$ cat src/rtl/mode_register_pkg.sv
// Shared definitions for the mode_register family: operation encodings
// used by the register, its next-state step logic and its bus interface.
package mode_register_pkg;

  typedef logic [2:0] mode_t;

  localparam mode_t MODE_HOLD = 3'b000;
  localparam mode_t MODE_LOAD = 3'b001;
  localparam mode_t MODE_UP   = 3'b010;
  localparam mode_t MODE_DOWN = 3'b011;
  localparam mode_t MODE_SHL  = 3'b100;
  localparam mode_t MODE_SHR  = 3'b101;
  localparam mode_t MODE_ROL  = 3'b110;
  localparam mode_t MODE_CLR  = 3'b111;

endpackage

$ cat src/rtl/mode_register_if.sv
// Operation/status bundle of mode_register: the master issues operations,
// the slave (the register) returns its contents and counter flags.
interface mode_register_if #(
  parameter int WIDTH = 8
);
  import mode_register_pkg::*;

  logic             en;
  mode_t            mode;
  logic [WIDTH-1:0] d;
  logic             sin;
  logic [WIDTH-1:0] q;
  logic             tc;
  logic             ovf;

  modport master (output en, output mode, output d, output sin,
                  input q, input tc, input ovf);

  modport slave  (input en, input mode, input d, input sin,
                  output q, output tc, output ovf);

endinterface

$ cat src/rtl/mode_register_step.sv
// Combinational next-value logic of mode_register; wrap_evt flags an UP at the
// top of the range or a DOWN at zero, independent of enable.
module mode_register_step
  import mode_register_pkg::*;
#(
  parameter int WIDTH    = 8,
  parameter int MODULUS  = 256,
  parameter int SATURATE = 0
) (
  input  logic [WIDTH-1:0] q,
  input  mode_t            mode,
  input  logic [WIDTH-1:0] d,
  input  logic             sin,
  output logic [WIDTH-1:0] q_next,
  output logic             wrap_evt
);

  // One extra bit keeps MODULUS == 2**WIDTH free of special cases.
  localparam logic [WIDTH:0] TOP = (WIDTH+1)'(MODULUS - 1);
  localparam logic [WIDTH:0] ONE = (WIDTH+1)'(1);

  logic [WIDTH:0] q_ext;
  logic [WIDTH:0] d_ext;
  logic [WIDTH:0] q_inc;
  logic [WIDTH:0] q_dec;

  assign q_ext = {1'b0, q};
  assign d_ext = {1'b0, d};
  assign q_inc = q_ext + ONE;
  assign q_dec = q_ext - ONE;

  always_comb begin
    q_next   = q;
    wrap_evt = 1'b0;
    case (mode)
      MODE_LOAD: q_next = (d_ext > TOP) ? TOP[WIDTH-1:0] : d;
      MODE_UP: begin
        if (q_ext >= TOP) begin
          wrap_evt = 1'b1;
          q_next   = (SATURATE != 0) ? TOP[WIDTH-1:0] : '0;
        end else begin
          q_next = q_inc[WIDTH-1:0];
        end
      end
      MODE_DOWN: begin
        // A value left out of range by a shift snaps back to the top quietly.
        if (q_ext == '0) begin
          wrap_evt = 1'b1;
          q_next   = (SATURATE != 0) ? '0 : TOP[WIDTH-1:0];
        end else if (q_ext > TOP) begin
          q_next = TOP[WIDTH-1:0];
        end else begin
          q_next = q_dec[WIDTH-1:0];
        end
      end
      MODE_SHL: q_next = {q[WIDTH-2:0], sin};
      MODE_SHR: q_next = {sin, q[WIDTH-1:1]};
      MODE_ROL: q_next = {q[WIDTH-2:0], q[WIDTH-1]};
      MODE_CLR: q_next = '0;
      default:  q_next = q;
    endcase
  end

endmodule

$ cat src/rtl/mode_register.sv
// Multi-mode WIDTH-bit register: load, modulo count up/down with wrap or
// saturate, shift and rotate, plus terminal-count and sticky overflow flags.
module mode_register
  import mode_register_pkg::*;
#(
  parameter int WIDTH    = 8,
  parameter int MODULUS  = 256,
  parameter int SATURATE = 0,
  parameter int RST_VAL  = 0
) (
  input  logic           clk,
  input  logic           rst,
  mode_register_if.slave bus
);

  logic [WIDTH-1:0] q_reg;
  logic [WIDTH-1:0] q_next;
  logic             ovf_reg;
  logic             wrap_evt;

  mode_register_step #(
    .WIDTH    (WIDTH),
    .MODULUS  (MODULUS),
    .SATURATE (SATURATE)
  ) u_step (
    .q        (q_reg),
    .mode     (bus.mode),
    .d        (bus.d),
    .sin      (bus.sin),
    .q_next   (q_next),
    .wrap_evt (wrap_evt)
  );

  // LOAD and CLR clear ovf; they never raise wrap_evt, so no conflict arises.
  always_ff @(posedge clk) begin
    if (rst) begin
      q_reg   <= WIDTH'(RST_VAL);
      ovf_reg <= 1'b0;
    end else if (bus.en) begin
      q_reg <= q_next;
      if (bus.mode == MODE_LOAD || bus.mode == MODE_CLR) begin
        ovf_reg <= 1'b0;
      end else if (wrap_evt) begin
        ovf_reg <= 1'b1;
      end
    end
  end

  assign bus.q   = q_reg;
  assign bus.tc  = bus.en & wrap_evt;
  assign bus.ovf = ovf_reg;

endmodule
$ cat src/flat_wrapper.sv
// flat-port wrapper written by rule: the top's interface ports become plain ports
module mode_register_flat import mode_register_pkg::*;
#(
  parameter int WIDTH    = 8,
  parameter int MODULUS  = 256,
  parameter int SATURATE = 0,
  parameter int RST_VAL  = 0
)
  (clk, rst, bus_en, bus_mode, bus_d, bus_sin, bus_q, bus_tc, bus_ovf);
  mode_register_if #(.WIDTH(WIDTH)) bus_i ();
  input  logic clk;
  input  logic rst;
  input wire logic [$bits(bus_i.en)-1:0] bus_en;
  input wire logic [$bits(bus_i.mode)-1:0] bus_mode;
  input wire logic [$bits(bus_i.d)-1:0] bus_d;
  input wire logic [$bits(bus_i.sin)-1:0] bus_sin;
  output wire logic [$bits(bus_i.q)-1:0] bus_q;
  output wire logic [$bits(bus_i.tc)-1:0] bus_tc;
  output wire logic [$bits(bus_i.ovf)-1:0] bus_ovf;
  assign bus_i.en = bus_en;
  assign bus_i.mode = bus_mode;
  assign bus_i.d = bus_d;
  assign bus_i.sin = bus_sin;
  assign bus_q = bus_i.q;
  assign bus_tc = bus_i.tc;
  assign bus_ovf = bus_i.ovf;
  mode_register #(.WIDTH(WIDTH), .MODULUS(MODULUS), .SATURATE(SATURATE), .RST_VAL(RST_VAL)) u_core (.clk(clk), .rst(rst), .bus(bus_i));
endmodule
$ cat config.mk
export PLATFORM = sky130hd
export DESIGN_NAME = mode_register_flat
export DESIGN_NICKNAME = d
export VERILOG_FILES = /design/src/rtl/mode_register_pkg.sv /design/src/rtl/mode_register_if.sv /design/src/rtl/mode_register_step.sv /design/src/rtl/mode_register.sv /design/src/flat_wrapper.sv
export SDC_FILE = /design/constraint.sdc
export NUM_CORES = 1
export LEC_CHECK = 0
export CORE_AREA = 2 2 49 51
export CTS_BUF_LIST = sky130_fd_sc_hd__clkbuf_8
export CTS_CLUSTER_SIZE = 30
export DETAILED_ROUTE_END_ITERATION = 6
export DIE_AREA = 0 0 51 53
export MAX_ROUTING_LAYER = met4
export PLACE_DENSITY = 0.76
export SYNTH_ARGS = -nofsm -noshare
export SYNTH_HDL_FRONTEND = slang
export SYNTH_SLANG_ARGS = --single-unit
$ cat constraint.sdc
create_clock -name clk -period 2.25 [get_ports clk]
set_input_delay 0.45 -clock clk [delete_from_list [all_inputs] [get_ports clk]]
set_output_delay 0.45 -clock clk [all_outputs]
set_load 0.02 [all_outputs]
==> results by group <==
Synth
  • Flops & latches, synth: 9
  • Yosys warnings: 0
  • Ranking of synthesized cells by area: dfxtp_1, nand2_1, a21oi_1
  • Largest area contributor in the netlist: dfxtp_1
  • Main synth FF type: dfxtp_1
  • Top-count cell post-synth: nand2_1
  • Top cells by count, synth: nand2_1, a21oi_1, clkbuf_1
  • Number of synthesized flops with an enable pin: 0
  • Yosys top cell area share: 16.5%
  • Syn Area/Cell: 7.03 µm²
  • Post-synthesis sequential area ratio: 16.5%
  • Mapped Area: 0.00109 mm²
  • Post-Synthesis Cells: around 160
  • Async S/R FF share, synth: 0%
  • Syn nets: roughly 170
  • Cell variety after synth: 52

Pwr
  • Peak VDD IR: between 0.3 and 0.4 mV
  • Leak: 0.649 nW
  • Power density over the cells: 451 mW/mm²
  • Final Power: 724 µW

Timing
  • Count of final setup violators: 0
  • Slew Limit Fails: 0
  • Slew HR: about four fifths
  • Fin crit share: around 93%
  • F_max: between 0.4 and 0.5 GHz
  • RSZ-0062 raised after global routing: no
  • Clock skew: approximately 0.0074 ns
  • Final WS setup: 0.147 ns
  • Final Critical Period: 2.10 ns
  • Endpoints failing hold: 0
  • Worst slew pin tran: 0.325 ns

Detailed routing
  • Via count: 1,412
  • Drt wl/cell: 16.7 µm
  • Final wirelength: 3.80 mm
  • First-pass DRT Iterations: 7
  • Routed Antenna Nets: 0
  • DRC viols: 0
  • Vias per inst: 6.19
  • Initial DRC Count: between 90 and 100

Die
  • Die H: around 53 µm
  • Core area: 0.00215 mm²
  • Initial Util: approximately 51%
  • Rows: 17
  • IO Pins: 25
  • Die width: 51 µm
  • Die area: 0.00270 mm²

Hold path
  • Worst hold path type: reg -> reg
  • Hold path depth: 2

Finish
  • Final Cell Area: about 0.0016 mm²
  • Area grow syn2layout: 47.4%
  • Cell Count, Final, Fillers Out: 228
  • Register area: 180 µm²
  • Ratio of cells with drive above 1 in the final layout: between 20% and 30%
  • Area of the multi-input gates: 823 µm²
  • FILL cells: 167
  • Final net count: 219
  • Antenna diodes: 0
  • Max reg flops: 8

GRT
  • Antenna violations before repair: 0
  • Total gr overflow: 0
  • First-pass GRT wire length: 6.01 mm
  • Gr usage total: 31.3%
  • Pin count of the biggest net entering global routing: 26
  • Vias in the first global route: 1,295

Worst setup path
  • Reg2reg setup slack: 0.17 ns
  • FF-to-FF path depth: 7
  • Worst setup path end: u_core.bus.q[3]
  • Setup crit start kind: primary input
  • CP endpoint kind: flip-flop
  • CP Data Arrival Time: approximately 2.3 ns
  • Data required, critical path: 2.44 ns
  • CP startpoint: bus_mode[2]
  • Worst r2r src: u_core.bus.q[2]
  • R2R Path End: u_core.bus.q[2]
  • CP Class: in -> reg
  • Max FO, Critical Path: 17

Clocking
  • Num CTS Buffers: 3
  • Clk pin slew, worst setup/hold paths: 0.05 ns
  • Root Driver: clkbuf_8
  • Max H-tree Level: 1
  • CTS tree: done
  • CTS hold repair buffers: 0
  • CTS Buffer Depth: 2
  • # clock sinks: 9
  • Clk_lat worst skew: between 0.2 and 0.25 ns

Run status
  • Status: finished, final reports clean

Placement
  • Hpwl dp: 2.84 mm
  • Placed insts: 220
  • Post-Place Worst Slack: -0.281 ns
  • Final GP Congestion: 0.986
  • # port buffers: 24
  • Post-DP Area: roughly 0.0015 mm²

Run
  • MaxCap Viol Count: 0
kinds of logic after synthesis:
| family | count (synthesis) | synth area share, % |
|---|---|---|
| AO/OA/AOI/OAI | 61 | 41.1 |
| XOR/XNOR | 1 | 0.804 |
| adder cells (fa/ha/maj) | 3 | 3.44 |
| buffers and inverters | 22 | 8.73 |
| flip-flops | 9 | 16.5 |
| multiplexers | 2 | 1.84 |
| AND/OR/NAND/NOR | 57 | 27.6 |
layout make-up:
cell class                 count  share of cell area, %
clock inverter                 1                  0.234
inverter                       5                   1.17
sequential                     9                   11.2
multi-input combinational    124                   51.2
timing repair buffer          58                   31.4
tap                           28                   2.18
clock buffer                   3                   2.57
critical path, cell delays in order:
cell	delay [ns]
clkdlybuf4s50_1	0.43
buf_4	0.21
or3b_2	0.47
a41o_2	0.30
o311ai_2	0.26
a22o_1	0.17
cells in the final DEF (no fill, tap or decap), types with 5 or more instances in the layout:
master / netlist / routed
a31oi_1: 6 / 6
clkdlybuf4s50_1: 0 / 22
nand2_1: 20 / 20
o221ai_1: 5 / 5
nor2_1: 10 / 10
dfxtp_1: 9 / 9
inv_1: 5 / 6
o21ai_0: 7 / 7
a21oi_1: 14 / 14
buf_4: 0 / 32
repair_timing:
item	in CTS	in global routing
hold endpoints to repair	0	0
resized for setup	3	7
endpoints found under the setup margin	2	6
buffers inserted	0	4
metal layers:
| metal | vias up | track usage, % | part of all wire (%) |
|---|---|---|---|
| met5 | - | - | 0 |
| met4 | 0 | 15.8 | 2.5 |
| met3 | 11 | 4.52 | 7.9 |
| met2 | 77 | 50.4 | 48 |
| met1 | 648 | 38.2 | 42 |
| li1 | 676 | - | - |
where the power goes:
group / leakage (nW) / switching [mW] / internal, mW / total [mW]
Combinational: 0.548 / 0.175 / 0.169 / 0.344
Clock: 0.0269 / 0.0752 / 0.120 / 0.195
Sequential: 0.0738 / 0.0128 / 0.172 / 0.184
Total: 0.649 / 0.263 / 0.461 / 0.724
how the worst min path moves through the flow:
stage	end	slack (ns)	start
floorplan	u_core.bus.ovf	0.52	rst
finish	u_core.bus.ovf	0.51	u_core.bus.ovf
detailed placement	u_core.bus.ovf	0.49	u_core.bus.ovf
global placement	u_core.bus.ovf	0.49	u_core.bus.ovf
CTS	u_core.bus.ovf	0.51	u_core.bus.ovf
global route	u_core.bus.ovf	0.53	u_core.bus.ovf
per-stage QoR:
stage / util [%] / setup TNS (ns) / hold WS, ns
after global placement: 70.5 / -1.02 / 0.490
after detailed placement: 70.5 / -1.37 / 0.491
after CTS: 72.6 / 0 / 0.507
final: 74.8 / 0 / 0.509
after global routing: 74.8 / 0 / 0.528
after floorplan: - / 0 / 0.522
(Power assumes the default switching activity.)
==> patch 1 (config.mk and constraints unchanged) <==
`SATURATE` is set to 0 in 3 places; all go to 1.
--- a/src/rtl/mode_register_step.sv
+++ b/src/rtl/mode_register_step.sv
@@ -6,5 +6,5 @@
   parameter int WIDTH    = 8,
   parameter int MODULUS  = 256,
-  parameter int SATURATE = 0
+  parameter int SATURATE = 1
 ) (
   input  logic [WIDTH-1:0] q,
--- a/src/rtl/mode_register.sv
+++ b/src/rtl/mode_register.sv
@@ -6,5 +6,5 @@
   parameter int WIDTH    = 8,
   parameter int MODULUS  = 256,
-  parameter int SATURATE = 0,
+  parameter int SATURATE = 1,
   parameter int RST_VAL  = 0
 ) (
--- a/src/flat_wrapper.sv
+++ b/src/flat_wrapper.sv
@@ -4,5 +4,5 @@
   parameter int WIDTH    = 8,
   parameter int MODULUS  = 256,
-  parameter int SATURATE = 0,
+  parameter int SATURATE = 1,
   parameter int RST_VAL  = 0
 )
Function: changed (Yosys sat finds a counterexample within 4 cycles, from zero or initial values and one cycle with rst high).
==> patch 1 against the unedited design <==
- the run now ends with negative setup slack left
- sequential cell count unchanged
- sequential share of layout area up 0.85 points
- global-route usage down 2.5 points
- cell area down 5.8%
- area after synthesis down 3.1%
- hold slack better by 120 ps
- setup slack worse by 200 ps
- routed wire length down 8.8%
- total power down 9.5%
- clock power down 6%
- critical path type is now flip-flop to output pin
- critical endpoint is now bus_tc
- highest routed layer unchanged
==> patch 1: results (changes against the unedited design) <==
Drt
  • WL final: 3.466 mm (-8.8%)
  • Met3 Routed Length: 355 um (+19%)
  • Metal2 WL: 1.600 mm (-12%)
  • Metal-1 WL: 1.427 mm (-9.7%)
  • Vias: 1304 (-7.6%)
  • Initial DRC Count: 103 (+9.6%)

Critical path
  • CP Data Arrival Time: 1850 ps (-440 ps)
  • Top Family by Delay on Critical Path: simple AND/OR/NAND/NOR gates
  • CP max-delay cell: or4b_4
  • Crit path max fanout: 2 (-15)

Power
  • Maximum VDD drop: 291.2 uV (-27%)
  • Internal: 0.4328 mW (-6.1%)
  • Clock Power: 0.184 mW (-6%)
  • Switching power: 0.2227 mW (-15%)

Logic synthesis
  • Synth area leaders: dfxtp_1 (17%), a21oi_1 (4.3%), o21ai_0 (4.3%), ha_1 (3.6%), nand2_1 (3.2%)
  • Post-synthesis adder-cell area fraction: 3.555% (+0.11 points)
  • XOR/XNOR Fraction of Synth Area: 4.147% (+3.3 points)
  • Synth cell types: 56 (+7.7%)
  • Register area share after synthesis: 17.06% (+0.53 points)
  • Complex-gate fraction of the synthesized area: 31.64% (-9.5 points)
  • Mapped Avg Cell Area: 7.489 um^2 (+6.5%)
  • Mapped Nets: 159 (-8.1%)

Finish
  • Fillcell total: 183 (+9.6%)
  • Nets: 201 (-8.2%)
  • Share of cells above drive strength 1: 23.63% (-0.37 points)

Placed design
  • Placer Congestion: 0.9533 (-3.3%)
  • DP Cell Count: 205 (-6.8%)

Global routing
  • Number of global-route vias before repair: 1174 (-9.3%)
  • Met1 usage: 36.01% (-2.2 points)
  • Overall Global Routing Usage: 28.76% (-2.5 points)
  • Met2 usage: 46.10% (-4.3 points)
  • First-pass GRT wire length: 5.547 mm (-7.7%)
  • Largest net degree at the start of global routing: 19 (-27%)
  • GR met3 Demand/Resource: 3.955% (-0.56 points)

Clocking
  • Postcts setup bufs: 1 (+1)

Timing
  • Final WS setup: -53.74 ps (-200.8 ps)
  • Final setup vio count: 1 (+1)
  • Slew HR: 71.82% (-6.4 points)
  • Clock Skews: 4.017 ps (-3.407 ps)

Run status
  • Failing checks: negative setup slack
  • Status: finished, violations left
-- patch 1: changes by cell type in the layout (fill, tap and decap cells not counted), sizes merged, moves of 5 or more --
cell and change:
buf -8, a21oi -5, nand2 -11, or3 +5
a31oi -5
-- patch 1: logic make-up after synthesis --
family,Yosys count
AO/OA/AOI/OAI,47
XOR/XNOR,5
adder cells (fa/ha/maj),3
buffers and inverters,18
flip-flops,9
multiplexers,1
AND/OR/NAND/NOR,58
-- patch 1: metrics by stage --
stage | setup TNS, ps | worst slack, ps | instance area, um^2 | util, % | hold WS (ps)
6_report | -53.74 | -53.74 | 1514 | 70.47 | 628.1
5_1_grt | -107.2 | -107.2 | 1514 | 70.47 | 652.2
4_1_cts | -49.72 | -49.72 | 1514 | 70.47 | 615.4
3_5_place_dp | -587.0 | -418.8 | 1445 | 67.27 | 607.4
3_3_place_gp | -502.4 | -398.1 | 1445 | 67.27 | 573.5
2_1_floorplan | 0 | 33.95 | 1064 | - | 529.3
-- patch 1: cell type report --
| type | count | area [um^2] | share of cell area, % |
|---|---|---|---|
| Inverter | 6 | 22.52 | 1.488 |
| Tap cell | 28 | 35.03 | 2.314 |
| Sequential cell | 9 | 182.7 | 12.07 |
| Timing Repair Buffer | 49 | 429.2 | 28.35 |
| Clock buffer | 3 | 41.29 | 2.727 |
| Clock inverter | 1 | 3.754 | 0.2479 |
| Multi-Input combinational cell | 114 | 799.5 | 52.81 |
-- patch 1: worst paths after layout --
check             startpoint              end  slack, ps  cells after the start
max          u_core.bus.q[1]           bus_tc        -50                      6
min reg2reg  u_core.bus.q[0]  u_core.bus.q[0]        630                      3
max reg2reg  u_core.bus.q[1]  u_core.bus.q[3]        240                      8
min          u_core.bus.q[0]  u_core.bus.q[0]        630                      3
==> patch 2 (same settings) <==
Made on the original files. Make the reset (`rst`) asynchronous in one clocked block.
--- a/src/rtl/mode_register.sv
+++ b/src/rtl/mode_register.sv
@@ -33,5 +33,5 @@
 
   // LOAD and CLR clear ovf; they never raise wrap_evt, so no conflict arises.
-  always_ff @(posedge clk) begin
+  always_ff @(posedge clk or posedge rst) begin
     if (rst) begin
       q_reg   <= WIDTH'(RST_VAL);
Behaviour: differs if rst is asserted again (counterexample within 4 cycles, from zero or initial values and one cycle with rst high); with rst held inactive, the same outputs for 10 cycles.
==> patch 2 against the unedited design <==
- global-route usage is 1.1 points higher
- cell area is 2.9% lower
- sequential power is 34% higher
- cell count is 1.3% lower
- clock skew is 1.9 ps higher
- total power is 43% higher
- area after synthesis is 8.4% higher
- routed wire length is 2.6% lower
- die area stayed put
- sequential cell count stayed put
- register-to-register slack better by 150 ps
- synthesized cell count is 3.9% higher
- setup slack worse by 22 ps
- highest routed layer unchanged
==> patch 2: results (changes against the unedited design) <==
Global routing
  • Number of global-route vias before repair: 1361 (+5.1%)
  • Overall Global Routing Usage: 32.36% (+1.1 points)
  • Largest net degree at the start of global routing: 19 (-27%)

Critical path
  • Crit path max fanout: 4 (-13)
  • CP Data Arrival Time: 1670 ps (-620 ps)
  • CP max-delay cell: clkdlybuf4s50_1
  • R2r setup slk: 320 ps (+150 ps)
  • Worst reg2reg path startpoint: u_core.bus.q[2]
  • Setup crit end: bus_tc
  • R2R depth: 6 (-1)
  • CP peak stage delay: 520 ps (+50 ps)

Logic synthesis
  • Synth area leaders: dfrtp_1 (19%), nand2_1 (8.3%), buf_6 (5.7%), a21oi_1 (4.7%), nor2b_1 (3.7%)
  • Mux cell area share after synthesis: 0.9534% (-0.88 points)
  • Async SR Flop Fraction: 100.0% (+100 points)
  • Synth cell count leaders: nand2_1 (26), a21oi_1 (11), nor2_1 (10)
  • Register area share after synthesis: 19.07% (+2.5 points)
  • Post-synthesis adder-cell area fraction: 3.178% (-0.27 points)
  • Synth cell types: 48 (-7.7%)
  • Synth Flop Type: dfrtp_1
  • XOR/XNOR Fraction of Synth Area: 3.708% (+2.9 points)

Run status
  • Status: complete, no violations

Power
  • Leakage power: 0.6348 nW (-2.2%)
  • Maximum VDD drop: 593.6 uV (+49%)
  • Part of the power in combinational logic: 57.2% (+9.6 points)
  • Total sequential power: 0.247 mW (+34%)

Timing
  • Hold Slack: 501.2 ps (-8.036 ps)
  • Worst Max-Slew Pin Slew: 468.4 ps (+143.2 ps)
  • Max frequency: 470.6 MHz (-1.0%)
  • Clock Skews: 9.298 ps (+1.875 ps)

Drt
  • WL/cell: 16.45 um (-1.3%)
  • 1st-pass router iterations: 4 (-3)
  • Avg Vias per Cell: 6.200 (+0.11%)
  • WL final: 3.702 mm (-2.6%)

Placed design
  • Worst slack, placed: -335.4 ps (-53.98 ps)
  • Area after DPL: 1516 um^2 (+0.17%)
  • Placer Congestion: 0.9591 (-2.7%)

Finish
  • Nets: 216 (-1.4%)

Min path
  • Hold WC Path Type: input pin to asynchronous set/reset pin
[patch 2: changes by cell type after synthesis, moves of 5 or more]
cell and delta:
dfrtp_1 +9, buf_6 +5, dfxtp_1 -9, clkbuf_1 -7
o221ai_1 -5, nand2_1 +6
[patch 2: layout make-up]
type	instances	area, um^2
Sequential cell	9	225.2
Multi-Input combinational cell	132	824.5
Timing Repair Buffer	48	415.4
Clock inverter	1	3.754
Inverter	4	15.01
Clock buffer	3	41.29
Fill cell	192	588.1
Tap cell	28	35.03
[patch 2: worst max-delay path, delay by kind of cell]
| kind | cells | cell delay, ps |
|---|---|---|
| buf+inv | 2 | 700 |
| simple gates | 2 | 340 |
| compound gates | 1 | 180 |
[patch 2: what timing repair did]
action | CTS | global route
hold buffers | 0 | 0
resized for setup | 4 | 1
setup endpoints to repair | 1 | 1
[patch 2: layer usage]
layer	vias up	global-route usage, %	share of wire [%]
li1	670	-	-
met1	639	41.18	41
met2	80	53.25	49
met3	6	3.672	8.6
met4	0	11.71	0.89
met5	-	-	0
